### src/rtl/tron_pkg.sv
// Shared screen, arena and cell constants plus the collision reader state type.
package tron_pkg;

  localparam int unsigned H_RES       = 640;
  localparam int unsigned V_RES       = 480;
  localparam int unsigned ARENA_MIN_X = 16;
  localparam int unsigned ARENA_MAX_X = 623;
  localparam int unsigned ARENA_MIN_Y = 16;
  localparam int unsigned ARENA_MAX_Y = 463;
  localparam int unsigned CELL_W      = 8;
  localparam int unsigned CELL_H      = 8;
  localparam int unsigned ADDR_W      = 19;
  localparam int unsigned DATA_W      = 8;

  typedef enum logic [1:0] {
    StIdle,
    StIssue,
    StDrain,
    StResp
  } state_e;

endpackage

### src/rtl/read_valid_pipe.sv
// Shift register of read-valid tags that tracks reads in flight through the RAM port.
module read_valid_pipe #(
  parameter int unsigned Depth = 2
) (
  input  logic CLOCK_50,
  input  logic reset,
  input  logic tag_in,
  output logic tag_out,
  output logic busy,
  output logic pending
);

  logic [Depth-1:0] tags_q;

  generate
    if (Depth == 1) begin : g_single
      always_ff @(posedge CLOCK_50) begin
        if (reset) tags_q <= '0;
        else       tags_q <= tag_in;
      end
      assign pending = 1'b0;
    end else begin : g_multi
      always_ff @(posedge CLOCK_50) begin
        if (reset) tags_q <= '0;
        else       tags_q <= {tags_q[Depth-2:0], tag_in};
      end
      // Tags still in flight behind the one emerging this cycle.
      assign pending = |tags_q[Depth-2:0];
    end
  endgenerate

  assign tag_out = tags_q[Depth-1];
  assign busy    = |tags_q;

endmodule

### src/rtl/cell_collision_reader.sv
// Scans one player cell of the framebuffer and reports the first non-zero pixel or out-of-arena.
module cell_collision_reader
  import tron_pkg::*;
#(
  parameter int unsigned HRes      = H_RES,
  parameter int unsigned CellW     = CELL_W,
  parameter int unsigned CellH     = CELL_H,
  parameter int unsigned ArenaMinX = ARENA_MIN_X,
  parameter int unsigned ArenaMaxX = ARENA_MAX_X,
  parameter int unsigned ArenaMinY = ARENA_MIN_Y,
  parameter int unsigned ArenaMaxY = ARENA_MAX_Y,
  parameter int unsigned RdLatency = 2,
  parameter int unsigned AddrW     = ADDR_W,
  parameter int unsigned DataW     = DATA_W
) (
  input  logic              CLOCK_50,
  input  logic              reset,
  input  logic              req_valid,
  output logic              req_ready,
  input  logic [9:0]        req_x,
  input  logic [9:0]        req_y,
  output logic              rd_en,
  output logic [AddrW-1:0]  rd_address,
  input  logic [DataW-1:0]  rd_data,
  output logic              rsp_valid,
  input  logic              rsp_ready,
  output logic              rsp_hit,
  output logic              rsp_oob,
  output logic [DataW-1:0]  rsp_data
);

  localparam int unsigned ColW = (CellW > 1) ? $clog2(CellW) : 1;
  localparam int unsigned RowW = (CellH > 1) ? $clog2(CellH) : 1;

  state_e           state_q, state_d;
  logic [AddrW-1:0] row_base_q;
  logic [ColW-1:0]  col_q;
  logic [RowW-1:0]  row_q;
  logic             hit_q, oob_q;
  logic [DataW-1:0] data_q;
  logic             tag_out, busy, pending;
  logic             accept, last_rd, oob;
  logic [10:0]      x11, y11;
  logic [AddrW-1:0] row_base_init;

  // 11-bit compare so a cell near column 1023 cannot wrap back into the arena.
  assign x11    = {1'b0, req_x};
  assign y11    = {1'b0, req_y};
  assign oob    = (x11 < 11'(ArenaMinX)) || ((x11 + 11'(CellW - 1)) > 11'(ArenaMaxX)) ||
                  (y11 < 11'(ArenaMinY)) || ((y11 + 11'(CellH - 1)) > 11'(ArenaMaxY));
  assign row_base_init = AddrW'(req_x) + AddrW'(req_y) * AddrW'(HRes);
  assign accept  = req_valid && (state_q == StIdle);
  assign last_rd = (col_q == ColW'(CellW - 1)) && (row_q == RowW'(CellH - 1));

  always_ff @(posedge CLOCK_50) begin
    if (reset) state_q <= StIdle;
    else       state_q <= state_d;
  end

  always_comb begin
    state_d = state_q;
    unique case (state_q)
      StIdle:  if (req_valid) state_d = oob ? StResp : StIssue;
      StIssue: if (last_rd)   state_d = StDrain;
      // Leave as the final tag retires; its data is captured on the same edge.
      StDrain: if (!pending)  state_d = StResp;
      StResp:  if (rsp_ready) state_d = StIdle;
      default: state_d = StIdle;
    endcase
  end

  always_comb begin
    req_ready  = (state_q == StIdle);
    rd_en      = (state_q == StIssue);
    rd_address = rd_en ? (row_base_q + AddrW'(col_q)) : '0;
    rsp_valid  = (state_q == StResp);
    rsp_hit    = hit_q;
    rsp_oob    = oob_q;
    rsp_data   = data_q;
  end

  always_ff @(posedge CLOCK_50) begin
    if (reset) begin
      row_base_q <= '0;
      col_q      <= '0;
      row_q      <= '0;
      hit_q      <= 1'b0;
      oob_q      <= 1'b0;
      data_q     <= '0;
    end else if (accept) begin
      row_base_q <= row_base_init;
      col_q      <= '0;
      row_q      <= '0;
      hit_q      <= oob;
      oob_q      <= oob;
      data_q     <= '0;
    end else begin
      if (rd_en) begin
        if (col_q == ColW'(CellW - 1)) begin
          col_q      <= '0;
          row_q      <= row_q + 1'b1;
          row_base_q <= row_base_q + AddrW'(HRes);
        end else begin
          col_q <= col_q + 1'b1;
        end
      end
      if (tag_out && (rd_data != '0) && !hit_q) begin
        hit_q  <= 1'b1;
        data_q <= rd_data;
      end
    end
  end

  read_valid_pipe #(
    .Depth (RdLatency)
  ) u_read_valid_pipe (
    .CLOCK_50 (CLOCK_50),
    .reset    (reset),
    .tag_in   (rd_en),
    .tag_out  (tag_out),
    .busy     (busy),
    .pending  (pending)
  );

endmodule

### config.mk
export PLATFORM = sky130hd
export DESIGN_NAME = cell_collision_reader
export DESIGN_NICKNAME = d
export VERILOG_FILES = /design/src/rtl/tron_pkg.sv /design/src/rtl/read_valid_pipe.sv /design/src/rtl/cell_collision_reader.sv
export SDC_FILE = /design/constraint.sdc
export NUM_CORES = 1
export LEC_CHECK = 0
export ABC_CLOCK_PERIOD_IN_PS = 2800
export BUFFER_PORTS_ARGS = -buffer_cell sky130_fd_sc_hd__buf_2
export CORE_ASPECT_RATIO = 1.25
export CORE_MARGIN = 2
export CORE_UTILIZATION = 51
export DETAILED_ROUTE_END_ITERATION = 6
export PLACE_DENSITY = 0.78
export SKIP_LAST_GASP = 1
export SYNTH_ARGS = -nofsm -noshare
export SYNTH_HDL_FRONTEND = slang
export SYNTH_SLANG_ARGS = --single-unit
### constraint.sdc
create_clock -name CLOCK_50 -period 2.8 [get_ports CLOCK_50]
set_input_delay 0.56 -clock CLOCK_50 [delete_from_list [all_inputs] [get_ports CLOCK_50]]
set_output_delay 0.56 -clock CLOCK_50 [all_outputs]
set_load 0.005 [all_outputs]
==> reports/results.txt, run 1 <==
Status - complete, no violations
CP Cell Sequence - ha_4, fa_2, a21oi_4, nor4_4, nand3_2, or3_4, a21oi_2, buf_2
CP Class - flip-flop to output port
Final instance area - 4160 um2
Largest net degree at the start of global routing - 27
R2r worst-path depth - 9
Gate power share - 42.0%
Slowest stage delay, CP - 0.39 ns
Worst-skew pair later-pin latency - 0.30 ns
Register area share after synthesis - 24.1%
Synth Instances - 407
RSZ-0062 raised after global routing - true
Max Freq - 0.358 GHz
Clk pwr share - 24.3%
Syn_area_per_cell - 7.97 um2
Endpoints failing setup - 0
Total Power - 2.36 mW
Arr. time, crit path - 2.23 ns
Max-slew violations - 0
Die Span X - 75.3 um
Routed Wire Length - 8.04 mm
Nets - 566
Worst Hold Path EP - row_q[1]
Drt pass-1 iters - 4
Inserted Diodes - 0
Reg2reg end - row_base_q[14]
Synthesized area - 3240 um2
Cell area power density - 567 nW/um2
Count leader, synth - nor2_1
Sequential share of power - 33.7%
Post-synth top area share - 24.1%
Max_slew headroom - 31.7%
GR Util All Layers - 23.4%
Synth Register Bits - 39
CTS buffer count - 5
Clock Sinks - 39
Syn nets - 476
FP Rows - 32
Core footprint - 6170 um2
Area grow syn2layout - 28.2%
Post-synth EDFFs - 0
Largest area contributor in the netlist - dfxtp_1
CP Data Required Time - 2.24 ns
Hold path depth - 2
Initial DRC Count - 183
Die height - 93.2 um
Critical Path Stages - 8
Initial antenna violation count - 0
Main flop type after synthesis - dfxtp_1
Commonest cells in the netlist - nor2_1, dfxtp_1, nand2_1
Worst setup margin - 0.00785 ns
Largest delay share family, worst path - simple AND/OR/NAND/NOR gates
CTS root buffer - clkbuf_8
Multi-input logic area - 2490 um2
Global-route wire length before repair - 13.4 mm
Post-synth ARST share - 0%
Switching Power - 884 uW
Max-cap viol count - 0
Worst r2r src - col_q[0]
Synth warn - 0
Area after DPL - 3870 um2
Vias in the first global route - 3,130
Setup Skew - 0.00676 ns
Dpl hpwl - 6.11 mm
Int Power - 1.47 mW
CP bufs+invs - 1
Register-to-register setup slack - 0.66 ns
Antenna-violating nets left - 0
CTS Buffer Depth - 2
Maximum fanout along the worst path - 4
VDD IR max - 0.000325 V
Slowest CP cell - or3_4
Worst setup EP type - output port
Starting density of the core - 52.6%
Clock transition at path regs - 0.08 ns
Synth cell types - 54
WL/cell - 13.8 um
Sw frac - 37.5%
Worst-margin pin slew - 1.03 ns
Final RePlAce weighted congestion - 0.859
Io pins - 64
Gr ovfl total - 0
Filler instances - 520
Hold_sp - row_q[1]
Vias - 3,248
Tmin final - 2.79 ns
Drt drc - 0
DIE AREA - 7020 um2
Count of final hold-check violations - 0
Synth area leaders - dfxtp_1, ha_1, nor2_1, xnor2_1, xor2_1
TritonCTS clock tree - yes
Fin crit share - 99.7%
Port bufs - 63
CTS H-tree depth - 2
Crit start category - flip-flop
Min-delay worst type - flip-flop to flip-flop
Total negative slack - 0 ns
Dpl ws - -0.267 ns
CTS Hold Bufs - 0
Via density - 5.57
Register area - 788 um2
Leakage power - 1.79 nW
Share of cells above drive strength 1 - 27.3%
-- tightest hold or removal path, stage by stage (launching register included) --
cell and delay, ns:
dfxtp_1 0.32, nand2_1 0.06, a21oi_1 0.05
-- state kept, by name, summed over array words and instances, names as in the netlist --
register	count
col_q	3
row_base_q	19
row_q	3
rsp_data	8
rsp_hit	1
rsp_oob	1
state_q	2
u_read_valid_pipe.tags_q	2
-- stage by stage --
step | util (%) | cells | hold slack [ns]
after CTS | 65.6 | 580 | 0.475
final | 67.4 | 583 | 0.476
after detailed placement | 62.8 | 571 | 0.466
after floorplan | - | 407 | 0.438
after global placement | 62.8 | 571 | 0.448
after global routing | 67.4 | 583 | 0.495
-- kinds of logic (layout without fill, tap and decap cells) --
group | after synthesis | after routing | share of synthesized area, %
muxes | 12 | 12 | 3.70
xor gates and xnor gates | 39 | 39 | 10.5
DFF | 39 | 39 | 24.1
adders and majority gates | 37 | 37 | 15.0
AOI/OAI and AO/OA | 81 | 81 | 16.7
buffers and inverters | 30 | 121 | 3.59
and+or+nand+nor | 169 | 169 | 26.4
-- power by group through the flow --
stage	clock network [mW]	logic (mW)	registers, mW
CTS	0.580	0.970	0.783
global placement	0	0.931	0.786
global route	0.605	1.11	0.809
detailed placement	0	0.954	0.793
finish	0.574	0.991	0.794
floorplan	0	0.682	0.749
-- cells in the final DEF (no fill, tap or decap), types with 13 or more instances in the layout --
cell type	instances
buf_2	63
nor2_1	53
nand2_1	38
dfxtp_1	35
buf_4	35
ha_1	28
a21oi_1	24
xnor2_1	22
xor2_1	17
inv_1	13
-- how the worst max path moves through the flow --
stage / from / end / slack (ns)
floorplan: req_y[1] / row_base_q[18] / -0.13
global placement: req_y[1] / row_base_q[18] / -0.21
detailed placement: req_y[1] / row_base_q[18] / -0.27
CTS: row_base_q[0] / rd_address[14] / 0.005
global route: col_q[0] / rd_address[14] / -0.1
finish: col_q[0] / rd_address[14] / 0.008
-- cell type report --
cell class | count | area share, %
repair buffers | 98 | 13.9
multi-input cells | 338 | 59.9
clock buffers | 5 | 1.66
well taps | 85 | 2.56
flip-flops and latches | 39 | 19.0
inverters | 15 | 1.35
clock inverters | 3 | 1.72
-- metal layers --
layer	routed length, um	track usage (%)	vias to the layer above
met2	4090	41.1	92
met5	0	0	-
li1	-	-	1637
met3	338	2.37	20
met1	3370	28.4	1499
met4	240	9.21	0
-- repair_timing --
item / 4_1_cts / 5_1_grt
pin swaps: 2 / 17
endpoints found under the setup margin: 8 / 10
gates resized for setup: 7 / 15
buffers inserted: 1 / 3
cloned: 0 / 0
No activity file was read; power rests on OpenSTA's default activity.
==> run 2, diff against run 1 <==
CELL_PAD_IN_SITES_DETAIL_PLACEMENT = 0   (was not set)
CELL_PAD_IN_SITES_GLOBAL_PLACEMENT = 1   (was not set)
CORE_UTILIZATION = 37   (was 51)
PLACE_DENSITY = not set   (was 0.78)
PLACE_DENSITY_LB_ADDON = 0.1   (was not set)
==> run 2 against run 1 <==
Sequential share of layout area decreased by 0.12 points. First-iteration DRC count decreased by 37%. Flip-flop and latch count unchanged. Die area increased by 36%. Final area increased by 0.48%. Critical path type is now primary input to flip-flop. Critical endpoint is now row_base_q[17].
==> reports/results.txt, run 2 (synthesis results as in run 1) <==
CP Cell Sequence - buf_2, buf_4, ha_1, ha_1, a21oi_1, o22ai_1, o41a_1, xor2_1, or3_1, a311oi_2
Die Span X - 87.7 um
Dpl hpwl - 6.71 mm
Crit start category - primary input
Clock transition at path regs - 0.08 ns
CP Class - primary input to flip-flop
Tmin final - 2.72 ns
Clock Sinks - 39
Initial DRC Count - 116
RSZ-0062 raised after global routing - true
Number of flip-flops in the largest register - 19
Io pins - 64
Initial antenna violation count - 0
Setup Skew - 0.00819 ns
Worst r2r src - col_q[0]
CP bufs+invs - 2
Min-delay worst type - flip-flop to flip-flop
Max Freq - 0.367 GHz
Drt drc - 0
Commonest non-fill, non-tap cell in the layout - buf_2
Reg2reg end - row_base_q[16]
Worst Hold Path EP - row_q[1]
VDD IR max - 0.000190 V
Largest delay share family, worst path - compound AO/OA/AOI/OAI gates
Count of final hold-check violations - 0
Max_slew headroom - 31.1%
CP Data Required Time - 3.00 ns
TritonCTS clock tree - yes
Gr ovfl total - 0
DIE AREA - 9540 um2
WL/cell - 13.6 um
Inserted Diodes - 0
Core footprint - 8610 um2
Maximum fanout along the worst path - 5
Status - complete, no violations
Worst-skew pair later-pin latency - 0.29 ns
Slowest stage delay, CP - 0.38 ns
Vias in the first global route - 2,924
Port bufs - 63
Max-cap viol count - 0
Vias - 3,154
Hold path depth - 2
Register-to-register setup slack - 0.68 ns
Routed Wire Length - 8.48 mm
Commonest non-fill, non-tap cells in the layout - buf_2, nor2_1, buf_4, nand2_1, dfxtp_1
Hold_ws - 0.466 ns
Share of cells above drive strength 1 - 27.5%
CTS Buffer Depth - 2
Slowest CP cell - o41a_1
Total negative slack - 0 ns
Crit-path most repeated cell - ha_1
R2r worst-path depth - 9
Max-slew violations - 0
Endpoints failing setup - 0
Drt pass-1 iters - 4
Area grow syn2layout - 28.8%
Via density - 5.05
GR Util All Layers - 18.3%
Worst-margin pin slew - 1.03 ns
Global-route wire length before repair - 13.9 mm
Hold_sp - row_q[1]
Final RePlAce weighted congestion - 0.815
CTS Hold Bufs - 0
Leakage power - 1.79 nW
Antenna-violating nets left - 0
Worst setup EP type - flip-flop
Arr. time, crit path - 2.93 ns
Top reg by flops - row_base_q
Largest net degree at the start of global routing - 26
Starting density of the core - 37.7%
Cell area power density - 523 nW/um2
Nets - 573
Fin crit share - 97.3%
CTS buffer count - 5
CTS H-tree depth - 2
CTS root buffer - clkbuf_8
Die height - 109 um
FP Rows - 38
## run 2: stage by stage
| step | instances | power, mW | area, um2 | utilization, % | setup slack, ns |
|---|---|---|---|---|---|
| 2_1_floorplan | 407 | 1.43 | 3280 | - | -0.126 |
| 3_3_place_gp | 611 | 1.76 | 3950 | 45.9 | -0.232 |
| 3_5_place_dp | 611 | 1.77 | 3950 | 45.9 | -0.266 |
| 4_1_cts | 621 | 2.20 | 4110 | 47.8 | -0.00377 |
| 5_1_grt | 625 | 2.37 | 4180 | 48.5 | -0.0371 |
| 6_report | 625 | 2.18 | 4180 | 48.5 | 0.0770 |
## run 2: report_power, final
part	switching, mW	total, mW	leakage (nW)	internal [mW]
sequential	0.123	0.784	0.321	0.661
clock	0.201	0.402	0.0474	0.201
combinational	0.544	0.998	1.42	0.454
total	0.868	2.18	1.79	1.32
## run 2: worst max path at each step
stage | to | slack (ns) | cells after the start | startpoint
2_1_floorplan | row_base_q[18] | -0.13 | 9 | req_y[1]
3_5_place_dp | row_base_q[18] | -0.27 | 10 | req_y[1]
5_1_grt | rd_address[13] | -0.04 | 10 | row_base_q[1]
3_3_place_gp | row_base_q[18] | -0.23 | 10 | req_y[1]
6_report | row_base_q[17] | 0.08 | 10 | req_y[4]
4_1_cts | rd_address[14] | -0.004 | 10 | row_base_q[0]
## run 2: repair_timing
item                                    CTS  global route
pin swaps                                 5             6
resized for setup                        11             7
gates cloned                              0             0
endpoints found under the setup margin    4            11
buffers inserted                          2             5
## run 2: worst reg2reg max path: stages, from the launching register on
cell and delay, ns:
dfxtp_2 0.35, buf_4 0.12, ha_1 0.15, ha_1 0.26
nand2_1 0.15, or3_1 0.42, nor2_1 0.15, xor2_1 0.16
nor2_1 0.06, a211oi_1 0.22
## run 2: layout make-up
class	instances	area, um2
flip-flops and latches	39	787
inverters	15	56.3
clock inverters	2	16.3
repair buffers	105	634
well taps	120	150
clock buffers	6	82.6
fillers	887	4430
multi-input cells	338	2450
## run 2: per-layer routing
layer | up-vias | GRT usage, % | routed length [um]
met5 | - | 0 | 0
met4 | 0 | 8.57 | 291
met3 | 15 | 2.20 | 217
met2 | 58 | 29.2 | 3910
met1 | 1426 | 24.4 | 4060
li1 | 1655 | - | -
